### config.mk
export PLATFORM = sky130hd
export DESIGN_NAME = fpu_add_issue_ctrl
export DESIGN_NICKNAME = d
export VERILOG_FILES = /design/src/rtl/fpu_add_issue_ctrl.sv
export SDC_FILE = /design/constraint.sdc
export NUM_CORES = 1
export LEC_CHECK = 0
export BUFFER_PORTS_ARGS = -buffer_cell sky130_fd_sc_hd__buf_2
export CAP_MARGIN = 20
export CORE_MARGIN = 2
export CORE_UTILIZATION = 42
export CTS_CLUSTER_DIAMETER = 100
export DETAILED_ROUTE_END_ITERATION = 10
export PLACE_DENSITY = 0.73
export SYNTH_ARGS = -nofsm -noshare
export SYNTH_HDL_FRONTEND = slang
export SYNTH_SLANG_ARGS = --single-unit
### constraint.sdc
create_clock -name clk -period 10.8 [get_ports clk]
set_clock_uncertainty 0.05 [all_clocks]
set_input_delay 2.16 -clock clk [delete_from_list [all_inputs] [get_ports clk]]
set_output_delay 2.16 -clock clk [all_outputs]
set_load 0.005 [all_outputs]
### src/rtl/fpu_add_issue_ctrl.sv
// Issue controller sitting between the core FP-add request channel and a
// multi-cycle adder: resolves rounding mode, issues once, waits with timeout.
module fpu_add_issue_ctrl #(
    parameter int PARAM_Fp_size = 32,
    parameter int TIMEOUT       = 4
) (
    input  logic                     clk,
    input  logic                     rst,
    input  logic                     op_valid,
    output logic                     op_ready,
    input  logic [4:0]               op_rd,
    input  logic                     op_sub,
    input  logic [2:0]               op_rm,
    input  logic [PARAM_Fp_size-1:0] op_a,
    input  logic [PARAM_Fp_size-1:0] op_b,
    input  logic [2:0]               frm,
    output logic                     add_req,
    output logic [2:0]               add_rm,
    output logic [PARAM_Fp_size-1:0] add_a,
    output logic [PARAM_Fp_size-1:0] add_b,
    input  logic                     add_valid,
    input  logic [PARAM_Fp_size-1:0] add_out,
    output logic                     wb_valid,
    input  logic                     wb_ready,
    output logic [4:0]               wb_rd,
    output logic [PARAM_Fp_size-1:0] wb_data,
    output logic                     wb_illegal,
    output logic                     wb_timeout,
    output logic                     err_stray
);

    localparam int W  = PARAM_Fp_size;
    localparam int CW = $clog2(TIMEOUT + 1);
    localparam logic [W-1:0] QNAN = W'(32'h7FC0_0000);

    typedef enum logic [1:0] {IDLE, ISSUE, WAIT, WB} state_t;

    state_t          state_q, state_d;
    logic [4:0]      rd_q, rd_d;
    logic [W-1:0]    a_q, a_d, b_q, b_d, data_q, data_d;
    logic [2:0]      rm_q, rm_d;
    logic            ill_q, ill_d, to_q, to_d, stray_q, stray_d;
    logic [CW-1:0]   cnt_q, cnt_d;
    logic [2:0]      rm_res;

    assign rm_res = (op_rm == 3'b111) ? frm : op_rm;

    always_comb begin
        state_d = state_q;
        rd_d    = rd_q;
        a_d     = a_q;
        b_d     = b_q;
        rm_d    = rm_q;
        data_d  = data_q;
        ill_d   = ill_q;
        to_d    = to_q;
        cnt_d   = cnt_q;
        // The adder only ever answers in WAIT; anything else is a protocol error.
        stray_d = stray_q | (add_valid && (state_q != WAIT));
        unique case (state_q)
            IDLE: begin
                if (op_valid) begin
                    rd_d   = op_rd;
                    a_d    = op_a;
                    b_d    = {op_b[W-1] ^ op_sub, op_b[W-2:0]};
                    rm_d   = rm_res;
                    data_d = '0;
                    ill_d  = 1'b0;
                    to_d   = 1'b0;
                    cnt_d  = '0;
                    if (rm_res inside {3'b101, 3'b110, 3'b111}) begin
                        ill_d   = 1'b1;
                        state_d = WB;
                    end else begin
                        state_d = ISSUE;
                    end
                end
            end
            ISSUE: begin
                cnt_d   = '0;
                state_d = WAIT;
            end
            WAIT: begin
                if (add_valid) begin
                    data_d  = add_out;
                    state_d = WB;
                end else begin
                    cnt_d = cnt_q + CW'(1);
                    if (cnt_q == CW'(TIMEOUT - 1)) begin
                        data_d  = QNAN;
                        to_d    = 1'b1;
                        state_d = WB;
                    end
                end
            end
            WB: begin
                if (wb_ready) state_d = IDLE;
            end
            default: state_d = IDLE;
        endcase
    end

    always_ff @(posedge clk or posedge rst) begin
        if (rst) begin
            state_q <= IDLE;
            rd_q    <= '0;
            a_q     <= '0;
            b_q     <= '0;
            rm_q    <= '0;
            data_q  <= '0;
            ill_q   <= 1'b0;
            to_q    <= 1'b0;
            cnt_q   <= '0;
            stray_q <= 1'b0;
        end else begin
            state_q <= state_d;
            rd_q    <= rd_d;
            a_q     <= a_d;
            b_q     <= b_d;
            rm_q    <= rm_d;
            data_q  <= data_d;
            ill_q   <= ill_d;
            to_q    <= to_d;
            cnt_q   <= cnt_d;
            stray_q <= stray_d;
        end
    end

    assign op_ready   = (state_q == IDLE) && !rst;
    assign add_req    = (state_q == ISSUE);
    assign add_a      = a_q;
    assign add_b      = b_q;
    assign add_rm     = rm_q;
    assign wb_valid   = (state_q == WB);
    assign wb_rd      = rd_q;
    assign wb_data    = data_q;
    assign wb_illegal = ill_q;
    assign wb_timeout = to_q;
    assign err_stray  = stray_q;

endmodule

==> flow_summary.html <==
<table>
<tr><th>Metric</th><th>Value</th></tr>
<tr><th colspan="2">Status</th></tr>
<tr><td>Run status</td><td>completed</td></tr>
<tr><th colspan="2">Detailed routing</th></tr>
<tr><td>Antenna Violating Nets Remaining</td><td>0</td></tr>
<tr><td>Violation count after the first detailed-routing iteration</td><td>between 100 and 150</td></tr>
<tr><td>DR vias/cell</td><td>slightly below 5</td></tr>
<tr><td>Drt first pass iters</td><td>4</td></tr>
<tr><td>Post-route DRC violation count</td><td>0</td></tr>
<tr><td>Final routed wire length divided by cell count</td><td>14.9 microns</td></tr>
<tr><td>Routed vias</td><td>between 3k and 4k</td></tr>
<tr><td>Aggregate routed wire length</td><td>10.3 mm</td></tr>
<tr><th colspan="2">Timing</th></tr>
<tr><td>Count of final hold-check violations</td><td>0</td></tr>
<tr><td>Unrepaired setup endpoints after global routing</td><td>no</td></tr>
<tr><td>Max_slew headroom</td><td>around a third</td></tr>
<tr><td>Max Freq</td><td>roughly 0.21 GHz</td></tr>
<tr><td>Final number of setup-violating endpoints</td><td>0</td></tr>
<tr><td>Worst-margin pin slew</td><td>between 0.9 and 1 ns</td></tr>
<tr><td>Final slew viol count</td><td>0</td></tr>
<tr><td>Setup TNS Final</td><td>0 ns</td></tr>
<tr><td>Final critical delay including setup and external delays</td><td>approximately 4.7 ns</td></tr>
<tr><td>Share of the clock period used by the worst path</td><td>43.6%</td></tr>
<tr><th colspan="2">Yosys</th></tr>
<tr><td>Most used flip-flop cell after synthesis</td><td>dfrtp_1</td></tr>
<tr><td>Post-synth top area share</td><td>between 50% and 60%</td></tr>
<tr><td>Number of register bits inferred by synthesis</td><td>between 100 and 150</td></tr>
<tr><td>Cells after synthesis</td><td>329</td></tr>
<tr><td>EDFF count, synth</td><td>0</td></tr>
<tr><td>Share of synthesized area occupied by flip-flops and latches</td><td>between 50 and 60%</td></tr>
<tr><td>Post-synth net total</td><td>about 450</td></tr>
<tr><td>Synthesized cell area</td><td>approximately 0.0047 sq mm</td></tr>
<tr><td>Average footprint of a synthesized cell</td><td>between 10 and 15 sq um</td></tr>
<tr><td>Main area contributors after synthesis</td><td>dfrtp_1, mux2_2, mux2_4, and3_1, mux2i_1</td></tr>
<tr><td>Synthesis Warnings</td><td>0</td></tr>
<tr><td>Post-synthesis async set-or-reset flop share</td><td>100%</td></tr>
<tr><td>Post-synth cell types</td><td>31</td></tr>
<tr><td>Cell taking the most area after synthesis</td><td>dfrtp_1</td></tr>
<tr><td>Top cells by instance count after synthesis</td><td>dfrtp_1, mux2_2, and3_1, mux2_4, o21ai_0</td></tr>
<tr><td>Cell with the most instances after synthesis</td><td>dfrtp_1</td></tr>
<tr><th colspan="2">Global routing</th></tr>
<tr><td>Global Route Usage Sum</td><td>approximately 17%</td></tr>
<tr><td>First-pass GRT wire length</td><td>16.0 mm</td></tr>
<tr><td>Gr ovfl total</td><td>0</td></tr>
<tr><td>Pin count of the biggest net entering global routing</td><td>between 80 and 90</td></tr>
<tr><td>Number of antenna violations at the first check in global routing</td><td>0</td></tr>
<tr><td>Number of global-route vias before repair</td><td>3526</td></tr>
<tr><th colspan="2">Clock tree</th></tr>
<tr><td>Hold buffers post-CTS</td><td>0</td></tr>
<tr><td>Root buffer cell</td><td>clkbuf_16</td></tr>
<tr><td>Clock buffer count from CTS</td><td>9</td></tr>
<tr><td>Clock transition at the registers of the reported paths</td><td>0.07 ns</td></tr>
<tr><td>Max Buffers Root-to-Sink</td><td>2</td></tr>
<tr><td>Sink Count</td><td>~110</td></tr>
<tr><td>Clk_lat worst skew</td><td>~0.34 ns</td></tr>
<tr><td>TritonCTS clock tree</td><td>built</td></tr>
<tr><td>Number of cells upsized or downsized after cts</td><td>0</td></tr>
<tr><td>Number of buffers inserted to repair setup after CTS</td><td>0</td></tr>
<tr><td>Level count of the clock H-tree</td><td>3</td></tr>
<tr><th colspan="2">Placement</th></tr>
<tr><td>Sum of net half-perimeters after detailed placement</td><td>7.60 mm</td></tr>
<tr><td>Placed Area</td><td>0.00593 sq mm</td></tr>
<tr><td>RePlAce Congestion</td><td>0.722</td></tr>
<tr><td>Count of placed standard cells including taps</td><td>just under 700</td></tr>
<tr><td>I/O Buffers</td><td>~220</td></tr>
<tr><th colspan="2">Pwr</th></tr>
<tr><td>Combinational share of power</td><td>between 30% and 40%</td></tr>
<tr><td>Power per Cell Area</td><td>approximately 270 mW/mm^2</td></tr>
<tr><td>Switching power summed over all nets</td><td>0.527 mW</td></tr>
<tr><td>Proportion of total power due to net switching</td><td>30.7%</td></tr>
<tr><td>VDD IR max</td><td>~0.00014 V</td></tr>
<tr><td>Relative contribution of sequential cells to total power</td><td>about 40%</td></tr>
<tr><td>Total leakage power</td><td>roughly 3.3 nW</td></tr>
<tr><td>Portion of total power attributed to the clock network</td><td>19.4%</td></tr>
<tr><td>Cell internal power dissipation</td><td>between 1 and 1.5 mW</td></tr>
<tr><th colspan="2">Floorplanning</th></tr>
<tr><td>Placement row count</td><td>38</td></tr>
<tr><td>I/O pin total</td><td>223</td></tr>
<tr><td>Initial Util</td><td>roughly 43%</td></tr>
<tr><td>Area enclosed by the die boundary</td><td>around 0.012 sq mm</td></tr>
<tr><td>Area of the core</td><td>0.0109 sq mm</td></tr>
<tr><td>Die boundary width</td><td>approximately 110 microns</td></tr>
<tr><td>Overall die height</td><td>110 microns</td></tr>
<tr><th colspan="2">Finish</th></tr>
<tr><td>Sequential Area</td><td>between 0.002 and 0.003 sq mm</td></tr>
<tr><td>Final design area excluding fillers</td><td>between 0.006 and 0.007 sq mm</td></tr>
<tr><td>Layout filler cell count</td><td>927</td></tr>
<tr><td>Synthesis-to-finish area growth</td><td>32.2%</td></tr>
<tr><td>Number of cells in the finished layout apart from fillers</td><td>692</td></tr>
<tr><td>Share of final-layout standard cells stronger than drive strength 1</td><td>about three fifths</td></tr>
<tr><td>Final net count</td><td>about 670</td></tr>
<tr><td>Antenna cells</td><td>0</td></tr>
<tr><td>Multi-input logic area</td><td>around 0.0018 sq mm</td></tr>
<tr><th colspan="2">Setup path</th></tr>
<tr><td>Critical path fanouts, max</td><td>2</td></tr>
<tr><td>Critical path data arrival time</td><td>around 2.5 ns</td></tr>
<tr><td>Startpoint types</td><td>input pin</td></tr>
<tr><td>Combined buffer and inverter count along the critical path</td><td>2</td></tr>
<tr><td>Family with the most delay on the worst path</td><td>buffers and inverters</td></tr>
<tr><td>Slowest stage cell on the critical path</td><td>buf_2</td></tr>
<tr><td>List of cells traversed by the critical path</td><td>buf_2 &gt; nor2b_1 &gt; buf_2</td></tr>
<tr><td>Most used cell, CP</td><td>buf_2</td></tr>
<tr><td>Classification of the worst setup path</td><td>input pin to output pin</td></tr>
<tr><td>Crit end category</td><td>output pin</td></tr>
<tr><td>Worst reg2reg setup slack</td><td>between 7 and 8 ns</td></tr>
<tr><td>Delay of the slowest cell on the worst path</td><td>~0.12 ns</td></tr>
<tr><td>Data required, critical path</td><td>about 8.6 ns</td></tr>
<tr><th colspan="2">Hold path</th></tr>
<tr><td>Path type of the worst min-delay path</td><td>register to register</td></tr>
<tr><th colspan="2">Job</th></tr>
<tr><td>Max-cap violation count</td><td>0</td></tr>
</table>
[cell usage in the layout, fill, tap and decap left out, types with 9 or more instances in the layout]
| cell type | netlist | final |
|---|---|---|
| o21ai_0 | 19 | 19 |
| mux2i_1 | 11 | 11 |
| dfrtp_1 | 112 | 112 |
| inv_1 | 16 | 15 |
| clkbuf_16 | 0 | 9 |
| mux2_4 | 21 | 21 |
| and3_1 | 23 | 23 |
| mux2_2 | 71 | 71 |
| nand2_1 | 11 | 10 |
| buf_2 | 7 | 222 |
[state kept, by name, indices dropped and copies added (netlist names), 2 cells and up]
signal and count:
add_a 32, add_b 32, wb_data 32, wb_rd 5, add_rm 3, cnt_q 3
state_q 2
[cells by family (layout without fill, tap and decap cells)]
| logic type | after synthesis | count (layout) | share of synthesized area (%) |
|---|---|---|---|
| compound gates | 26 | 26 | 3.26 |
| buf+inv | 34 | 257 | 3.52 |
| fa+ha+maj | 7 | 7 | 1.85 |
| flops | 112 | 112 | 59.3 |
| simple gates | 46 | 46 | 6.01 |
| xor+xnor | 1 | 1 | 0.185 |
| mux | 103 | 103 | 25.9 |
[final timing paths]
path                                   startpoint                 endpoint  cells after the start
min                           err_stray$_DFF_PP0_      err_stray$_DFF_PP0_                      1
min in group asynchronous                     rst    add_b[27]$_DFFE_PP0P_                      2
max                                           rst                 op_ready                      3
max reg2reg                state_q[0]$_DFFE_PP0P_  wb_data[21]$_DFFE_PP0P_                      7
max in group asynchronous                     rst    add_b[25]$_DFFE_PP0P_                      3
min reg2reg                   err_stray$_DFF_PP0_      err_stray$_DFF_PP0_                      1
[metal layers]
| layer | wire length (microns) | GRT usage, % |
|---|---|---|
| met5 | 0 | 0 |
| met1 | 4150 | 20.1 |
| met4 | 191 | 6.88 |
| met2 | 5100 | 29.0 |
| met3 | 851 | 5.23 |
[cell type report]
class	instances	share of cell area [%]
clock buffers	13	4.17
clock inverters	3	0.641
inverters	16	1.00
multi-input cells	183	28.3
flip-flops and latches	112	44.9
well taps	140	2.80
repair buffers	225	18.3
[power groups by stage]
stage	logic, mW	registers (mW)	clock network, mW
6_report	0.685	0.696	0.333
5_1_grt	0.756	0.721	0.361
4_1_cts	0.694	0.698	0.346
3_5_place_dp	0.694	0.703	0
3_3_place_gp	0.674	0.693	0
2_1_floorplan	0.413	0.716	0
[stage by stage]
| stage | utilization [%] | total power, mW | setup WS [ns] | hold slack (ns) |
|---|---|---|---|---|
| after global routing | 57.1 | 1.84 | 6.07 | 0.438 |
| after global placement | 54.3 | 1.37 | 6.10 | 0.391 |
| after floorplan | - | 1.13 | 5.63 | 0.401 |
| after CTS | 57.0 | 1.74 | 6.09 | 0.423 |
| after detailed placement | 54.3 | 1.40 | 6.09 | 0.408 |
| final | 57.1 | 1.71 | 6.09 | 0.426 |
No activity file was read; power rests on OpenSTA's default activity.
